$ cat src/rtl/memory_access_stage.sv
// ---------------------------------------------------------------------------
// memory_access_stage
//
// Memory-access pipeline stage between execute and writeback. Takes one op at
// a time (load, store or pass-through), issues it to a variable-latency data
// memory with byte strobes, and hands writeback either the extended load
// data or the bypassed ALU result. Misaligned and illegal ops are reported
// instead of being issued.
//
// Optional feature macro: MEMACC_TIMEOUT_EN
//   defined   : a watchdog counter turns a request/response that has been
//               outstanding for TIMEOUT cycles into an err_bus completion.
//   undefined : no counter, err_bus tied 0, the stage waits indefinitely.
//
// Parameters
//   XLEN     datapath width (32 or 64)
//   TIMEOUT  watchdog limit in cycles (>= 1; watchdog build only)
//
// Ports
//   clk, rst                          clock, async active-high reset
//   in_valid / in_ready               op handshake from execute
//   in_read_en, in_write_en           load / store select (neither = bypass)
//   in_addr, in_wdata, in_size        address-or-data, store data, size code
//   req_valid / req_ready             memory request handshake
//   req_we, req_addr, req_wdata,
//   req_wstrb                         request fields (aligned word + lanes)
//   rsp_valid, rsp_data               load response (full aligned word)
//   out_valid, out_data               one-cycle completion pulse + result
//   err_misaligned, err_illegal,
//   err_bus                           error qualifiers, valid with out_valid
//   dbg_state                         current FSM state (0 IDLE, 1 REQ, 2 RSP)
//
// Handshake rule: a transfer happens on a rising edge where valid and ready
// are both 1; valid is never withdrawn and its fields never change until
// that transfer happens. in_ready is 1 only in IDLE, so at most one op is in
// flight and back-pressure to execute comes only through in_ready.
// ---------------------------------------------------------------------------
module memory_access_stage #(
   parameter int XLEN    = 64,
   parameter int TIMEOUT = 255,
   localparam int LANES  = XLEN / 8
) (
   input  logic             clk,
   input  logic             rst,
   input  logic             in_valid,
   output logic             in_ready,
   input  logic             in_read_en,
   input  logic             in_write_en,
   input  logic [XLEN-1:0]  in_addr,
   input  logic [XLEN-1:0]  in_wdata,
   input  logic [2:0]       in_size,
   output logic             req_valid,
   input  logic             req_ready,
   output logic             req_we,
   output logic [XLEN-1:0]  req_addr,
   output logic [XLEN-1:0]  req_wdata,
   output logic [LANES-1:0] req_wstrb,
   input  logic             rsp_valid,
   input  logic [XLEN-1:0]  rsp_data,
   output logic             out_valid,
   output logic [XLEN-1:0]  out_data,
   output logic             err_misaligned,
   output logic             err_illegal,
   output logic             err_bus,
   output logic [1:0]       dbg_state
);

   localparam int OFS = $clog2(LANES);

   typedef enum logic [1:0] {
      S_IDLE = 2'd0,
      S_REQ  = 2'd1,
      S_RSP  = 2'd2
   } state_t;

   state_t             r_state;
   state_t             w_nxt_state;

   logic               r_in_ready;
   logic               r_req_valid;
   logic               r_req_we;
   logic [XLEN-1:0]    r_req_addr;
   logic [XLEN-1:0]    r_req_wdata;
   logic [LANES-1:0]   r_req_wstrb;
   logic [2:0]         r_ld_size;
   logic [OFS-1:0]     r_ld_off;
   logic               r_out_valid;
   logic [XLEN-1:0]    r_out_data;
   logic               r_err_mis;
   logic               r_err_ill;

   logic               w_accept;
   logic               w_issue;
   logic               w_mem_op;
   logic               w_illegal;
   logic               w_misaligned;
   logic [OFS-1:0]     w_off;
   logic [XLEN-1:0]    w_st_wdata;
   logic [LANES-1:0]   w_st_base;
   logic [LANES-1:0]   w_st_strb;
   logic [XLEN-1:0]    w_rsp_shift;
   logic [XLEN-1:0]    w_ld_data;

   logic               w_nxt_out_valid;
   logic [XLEN-1:0]    w_nxt_out_data;
   logic               w_nxt_err_mis;
   logic               w_nxt_err_ill;

`ifdef MEMACC_TIMEOUT_EN
   localparam int CW = ($clog2(TIMEOUT + 1) > 8) ? $clog2(TIMEOUT + 1) : 8;
   logic [CW-1:0]      r_cnt;
   logic               r_err_bus;
   logic               w_timeout;
   logic               w_nxt_err_bus;
`endif

   // ------------------------------------------------------------------
   // Op decode (only meaningful in IDLE while in_valid is high)
   // ------------------------------------------------------------------
   assign w_accept = in_valid & r_in_ready;
   assign w_mem_op = in_read_en | in_write_en;
   assign w_off    = in_addr[OFS-1:0];

   // D (code 3) is only legal when the datapath is 64 bits wide.
   assign w_illegal = (in_read_en & in_write_en)
                    | (in_size == 3'd7)
                    | (in_write_en & (in_size > 3'd3))
                    | ((in_size == 3'd3) & (XLEN == 32));

   always_comb begin
      w_misaligned = 1'b0;
      case (in_size)
         3'd1, 3'd5: w_misaligned = in_addr[0];
         3'd2, 3'd6: w_misaligned = |in_addr[1:0];
         3'd3:       w_misaligned = |in_addr[2:0];
         default:    w_misaligned = 1'b0;
      endcase
      w_misaligned = w_misaligned & w_mem_op;
   end

   // Store data and strobes are steered into the lanes the address selects.
   assign w_st_wdata = in_wdata << {w_off, 3'b000};

   always_comb begin
      w_st_base = '0;
      case (in_size[1:0])
         2'd0:    w_st_base = LANES'(8'h01);
         2'd1:    w_st_base = LANES'(8'h03);
         2'd2:    w_st_base = LANES'(8'h0F);
         default: w_st_base = LANES'(8'hFF);
      endcase
   end

   assign w_st_strb = w_st_base << w_off;

   // ------------------------------------------------------------------
   // Load extraction: bring the addressed bytes down to bit 0, then
   // truncate and extend. Size casts of a signed slice sign-extend.
   // ------------------------------------------------------------------
   assign w_rsp_shift = rsp_data >> {r_ld_off, 3'b000};

   always_comb begin
      w_ld_data = '0;
      case (r_ld_size)
         3'd0:    w_ld_data = XLEN'(signed'(w_rsp_shift[7:0]));
         3'd1:    w_ld_data = XLEN'(signed'(w_rsp_shift[15:0]));
         3'd2:    w_ld_data = XLEN'(signed'(w_rsp_shift[31:0]));
         3'd3:    w_ld_data = w_rsp_shift;
         3'd4:    w_ld_data = XLEN'(w_rsp_shift[7:0]);
         3'd5:    w_ld_data = XLEN'(w_rsp_shift[15:0]);
         3'd6:    w_ld_data = XLEN'(w_rsp_shift[31:0]);
         default: w_ld_data = '0;
      endcase
   end

`ifdef MEMACC_TIMEOUT_EN
   // Counter is 0 in the first REQ cycle, so firing at TIMEOUT-1 puts the
   // err_bus pulse exactly TIMEOUT cycles after REQ entry.
   assign w_timeout = (r_cnt == CW'(TIMEOUT - 1));
`endif

   // ------------------------------------------------------------------
   // FSM next-state and next-output logic
   // ------------------------------------------------------------------
   always_comb begin
      w_nxt_state     = r_state;
      w_nxt_out_valid = 1'b0;
      w_nxt_out_data  = '0;
      w_nxt_err_mis   = 1'b0;
      w_nxt_err_ill   = 1'b0;
`ifdef MEMACC_TIMEOUT_EN
      w_nxt_err_bus   = 1'b0;
`endif
      case (r_state)
         S_IDLE: begin
            if (w_accept) begin
               if (w_illegal) begin
                  w_nxt_out_valid = 1'b1;
                  w_nxt_err_ill   = 1'b1;
               end else if (w_misaligned) begin
                  w_nxt_out_valid = 1'b1;
                  w_nxt_err_mis   = 1'b1;
               end else if (!w_mem_op) begin
                  w_nxt_out_valid = 1'b1;
                  w_nxt_out_data  = in_addr;
               end else begin
                  w_nxt_state = S_REQ;
               end
            end
         end
         S_REQ: begin
            if (req_ready) begin
               if (r_req_we) begin
                  w_nxt_out_valid = 1'b1;
                  w_nxt_state     = S_IDLE;
               end else begin
                  w_nxt_state = S_RSP;
               end
            end
`ifdef MEMACC_TIMEOUT_EN
            else if (w_timeout) begin
               w_nxt_out_valid = 1'b1;
               w_nxt_err_bus   = 1'b1;
               w_nxt_state     = S_IDLE;
            end
`endif
         end
         S_RSP: begin
            if (rsp_valid) begin
               w_nxt_out_valid = 1'b1;
               w_nxt_out_data  = w_ld_data;
               w_nxt_state     = S_IDLE;
            end
`ifdef MEMACC_TIMEOUT_EN
            else if (w_timeout) begin
               w_nxt_out_valid = 1'b1;
               w_nxt_err_bus   = 1'b1;
               w_nxt_state     = S_IDLE;
            end
`endif
         end
         default: w_nxt_state = S_IDLE;
      endcase
   end

   assign w_issue = (r_state == S_IDLE) & (w_nxt_state == S_REQ);

   // ------------------------------------------------------------------
   // State and output registers
   // ------------------------------------------------------------------
   always_ff @(posedge clk or posedge rst) begin
      if (rst) begin
         r_state     <= S_IDLE;
         r_in_ready  <= 1'b1;
         r_req_valid <= 1'b0;
         r_out_valid <= 1'b0;
         r_out_data  <= '0;
         r_err_mis   <= 1'b0;
         r_err_ill   <= 1'b0;
      end else begin
         r_state     <= w_nxt_state;
         r_in_ready  <= (w_nxt_state == S_IDLE);
         r_req_valid <= (w_nxt_state == S_REQ);
         r_out_valid <= w_nxt_out_valid;
         r_out_data  <= w_nxt_out_data;
         r_err_mis   <= w_nxt_err_mis;
         r_err_ill   <= w_nxt_err_ill;
      end
   end

   // Request fields are captured once at issue and held until completion.
   always_ff @(posedge clk or posedge rst) begin
      if (rst) begin
         r_req_we    <= 1'b0;
         r_req_addr  <= '0;
         r_req_wdata <= '0;
         r_req_wstrb <= '0;
         r_ld_size   <= 3'd0;
         r_ld_off    <= '0;
      end else if (w_issue) begin
         r_req_we    <= in_write_en;
         r_req_addr  <= {in_addr[XLEN-1:OFS], {OFS{1'b0}}};
         r_req_wdata <= in_write_en ? w_st_wdata : '0;
         r_req_wstrb <= in_write_en ? w_st_strb : '0;
         r_ld_size   <= in_size;
         r_ld_off    <= w_off;
      end
   end

`ifdef MEMACC_TIMEOUT_EN
   always_ff @(posedge clk or posedge rst) begin
      if (rst) begin
         r_cnt     <= '0;
         r_err_bus <= 1'b0;
      end else begin
         r_err_bus <= w_nxt_err_bus;
         if (w_issue) begin
            r_cnt <= '0;
         end else if (r_state != S_IDLE) begin
            r_cnt <= r_cnt + CW'(1);
         end
      end
   end

   assign err_bus = r_err_bus;
`else
   assign err_bus = 1'b0;
`endif

   assign in_ready       = r_in_ready;
   assign req_valid      = r_req_valid;
   assign req_we         = r_req_we;
   assign req_addr       = r_req_addr;
   assign req_wdata      = r_req_wdata;
   assign req_wstrb      = r_req_wstrb;
   assign out_valid      = r_out_valid;
   assign out_data       = r_out_data;
   assign err_misaligned = r_err_mis;
   assign err_illegal    = r_err_ill;
   assign dbg_state      = r_state;

endmodule

$ cat config.mk
export PLATFORM = sky130hd
export DESIGN_NAME = memory_access_stage
export DESIGN_NICKNAME = d
export VERILOG_FILES = /design/src/rtl/memory_access_stage.sv
export SDC_FILE = /design/constraint.sdc
export NUM_CORES = 1
export LEC_CHECK = 0
export BUFFER_PORTS_ARGS = -buffer_cell sky130_fd_sc_hd__buf_2
export CELL_PAD_IN_SITES_DETAIL_PLACEMENT = 0
export CELL_PAD_IN_SITES_GLOBAL_PLACEMENT = 1
export CORE_MARGIN = 5
export CORE_UTILIZATION = 40
export DETAILED_ROUTE_END_ITERATION = 12
export GPL_ROUTABILITY_DRIVEN = 0
export PLACE_DENSITY = 0.85
export RECOVER_POWER = 100
export SKIP_LAST_GASP = 1
export SYNTH_ARGS = -nofsm -noshare
export SYNTH_HDL_FRONTEND = slang
export SYNTH_SLANG_ARGS = --single-unit
export TNS_END_PERCENT = 20
$ cat constraint.sdc
create_clock -name clk -period 12.85 [get_ports clk]
set_input_delay 1.9275 -clock clk [delete_from_list [all_inputs] [get_ports clk]]
set_output_delay 1.9275 -clock clk [all_outputs]
set_load 0.005 [all_outputs]
==> flow_summary.toml <==
[floorplan]
ios = 411
dieArea_um2 = 32260
row_count = 62
die_w_um = 179.6
die_y_um = 179.6
core_um2 = 28550
start_util_pct = 40.31

[worst_setup_path]
arrival_ns = 8.15
crit_family = "buffers and inverters"
crit_fanout = 79
rr_startpoint = "dbg_state[1]"
r2r_setup_slack_ns = 8.49
cpMaxStageDelayCell = "clkbuf_1"
worstSetupStartpointType = "primary input"
reg2reg_to = "req_wdata[11]"
cp.buffers_inverters = 3
crit_chain = "buf_2 -> clkbuf_1 -> a211oi_1 -> or3_1 -> nand3b_1 -> buf_4 -> or3_1 -> o21ai_0"
critPathRequiredTime_ns = 13.23
critPathCaptureType = "register"
cp_common_cell = "or3_1"
path_class = "in2reg"
reg2regPathDepth = 6
slowest_delay_ns = 2.67

[clock_tree]
cts_max_level = 1
max-clock-path-buffers = 3
clock-sinks = 211
clk_latency_ns = 0.51
postCtsHoldBufs = 0
cts.repair.resized = 0
numCtsBuffers = 24
path_clk_slew_ns = 0.06
cts_root_buffer = "clkbuf_16"
tritoncts = "done"
post_cts_buffers = 0

[hold_path]
hold_path_end = "req_wdata[48]"
whs_path_depth = 2
hp-class = "reg2reg"
min_from = "req_wdata[48]"

[pwr]
irDropWorstVdd_mv = 0.1235
leakagePower_nw = 6.638
power.density_nw_per_um2 = 191.0

[timing]
fin_skew_ns = 0.01190
setup_viol = 0
finalHoldViolations = 0
rsz0062_at_grt = "no"
min_period_over_period_pct = 60.47
finalCriticalPeriod_ns = 7.771
drv_slew = 313
tightest_slew_ns = 6.009
relSlewSlack_pct = -302.8
fmaxAchievable_mhz = 128.7
holdWs_ns = 0.4788
setup_tns_ns = 0

[synthesis]
synth_top_area_share_pct = 45.67
async_reset_ff_share_pct = 100.0
synth.distinct_cells = 61
synth.cell_area_um2 = 11510
yosysSeqAreaShare_pct = 45.90
yosys.area.top_type = "dfrtp_1"
syn_inst = 1079
avgSynthCellArea_um2 = 10.66
ys_ff_latch = 211
synth_area_leaders = "dfrtp_1 46%, mux2_2 11%, mux2i_1 6.8%"
ys_warn_count = 0
synth_edf_count = 0
ys.flop_type = "dfrtp_1"

[flow_run]
drv_cap = 4

[run_status]
violations = "capacitance limit, slew limit"
status = "complete, but fails checks"

[global_routing]
track_usage_pct = 25.30
antenna_found_initial = 7
grt_max_degree = 135
grt_overflow_total = 0
grt_pass1_vias = 10590
grt_pass1_wl_mm = 65.29

[drt]
wl_mm = 42.74
drtIter0Drc = 1019
viasPerCell = 5.706
wire_per_inst_um = 23.34
drc_errors = 0
routed-via-count = 10450
dr.pass1.iters = 7
ant_nets = 0

[place]
numPortBuffers = 406
dp_hpwl_mm = 31.82

[final_layout]
final_cell_mix = "266 x buf_2, 207 x dfrtp_1, 160 x nand2_1"
drive_gt1_share_pct = 31.83
final_common_cell = "buf_2"
area_delta_synth_final_pct = 23.26
fill_cells = 2767
fin_nets = 1627
## worst register-to-register path, stage by stage (launching register included)
cell and delay [ns]:
dfrtp_1 0.47, nor2_1 0.13, nand3_1 0.25, nand3b_1 1.63, buf_4 0.93, or3_1 0.60
o21ai_0 0.26
## cells in the mapped netlist, types with 6 or more instances
cell type and instances:
a211o_1 8, a211oi_1 8, a21oi_1 31, a221o_1 40, a222oi_1 8, a2bb2oi_1 8
buf_2 35, buf_4 17, buf_6 6, clkbuf_1 36, dfrtp_1 210, mux2_2 117
mux2i_1 78, mux4_2 8, nand2_1 160, nand2b_1 14, nand3_1 18, nor2_1 38
nor2b_1 15, o21ai_0 54, o21ai_2 10, o221ai_1 17, o22a_1 6, o22ai_1 21
o31ai_1 31, or3_1 11
## state kept, by name, summed over array words and instances, names as in the netlist
signal and flops:
dbg_state 2, err_illegal 1, err_misaligned 1, in_ready 1, out_data 64, out_valid 1, r_ld_off 3, r_ld_size 3
req_addr 61, req_valid 1, req_wdata 64, req_we 1, req_wstrb 8
## power breakdown
part / leakage [nW] / switching [mW] / total [mW] / internal (mW)
combinational: 3.48 / 0.532 / 0.975 / 0.443
clock: 0.408 / 0.284 / 0.715 / 0.431
sequential: 2.75 / 0.157 / 1.02 / 0.861
total: 6.64 / 0.973 / 2.71 / 1.74
## per-layer routing
| metal | global-route usage [%] | part of all wire (%) | vias up |
|---|---|---|---|
| met4 | 7.589 | 3.3 | 4 |
| li1 | - | - | 4689 |
| met1 | 33.00 | 40 | 5096 |
| met3 | 6.245 | 8.8 | 91 |
| met5 | 0 | 0.049 | - |
| met2 | 41.95 | 48 | 567 |
## layout make-up
| class | instances | area (um2) | share of cell area [%] |
|---|---|---|---|
| multi-input combinational | 765 | 5614 | 39.59 |
| sequential | 211 | 5285 | 37.26 |
| timing repair buffer | 417 | 1932 | 13.62 |
| clock buffer | 33 | 715.7 | 5.046 |
| tap | 384 | 480.5 | 3.388 |
| clock inverter | 10 | 118.9 | 0.8381 |
| inverter | 6 | 23.77 | 0.1676 |
| antenna | 5 | 12.51 | 0.08822 |
## metrics by stage
| stage | setup WS (ns) | instance area [um2] | std cells | power (mW) | utilization [%] |
|---|---|---|---|---|---|
| 4_1_cts | 8.055 | 14440 | 1826 | 2.755 | 50.59 |
| 3_5_place_dp | 7.502 | 13610 | 1783 | 2.031 | 47.67 |
| 3_3_place_gp | 7.584 | 13610 | 1783 | 2.009 | 47.67 |
| 5_1_grt | 4.617 | 14180 | 1831 | 2.863 | 49.68 |
| 2_1_floorplan | 5.158 | 11520 | 1082 | 1.610 | - |
| 6_report | 5.079 | 14180 | 1831 | 2.709 | 49.68 |
## worst max-delay path by stage
| stage | from | end | cells after the start |
|---|---|---|---|
| 2_1_floorplan | rst | dbg_state[0] | 1 |
| 3_3_place_gp | in_addr[1] | req_wdata[13] | 8 |
| 3_5_place_dp | in_addr[1] | req_wdata[11] | 8 |
| 4_1_cts | in_addr[1] | req_wdata[11] | 8 |
| 5_1_grt | in_addr[1] | req_wdata[11] | 8 |
| 6_report | in_addr[1] | req_wdata[11] | 8 |
## kinds of logic after synthesis
kind of cell / count (synthesis) / share of synthesized area, %
buf+inv: 106 / 4.795
flops: 211 / 45.90
compound gates: 276 / 18.03
other cells: 1 / 0.03259
simple gates: 276 / 10.87
xor+xnor: 1 / 0.07613
mux: 208 / 20.29
Note: power is estimated with default switching activity, not from simulation.
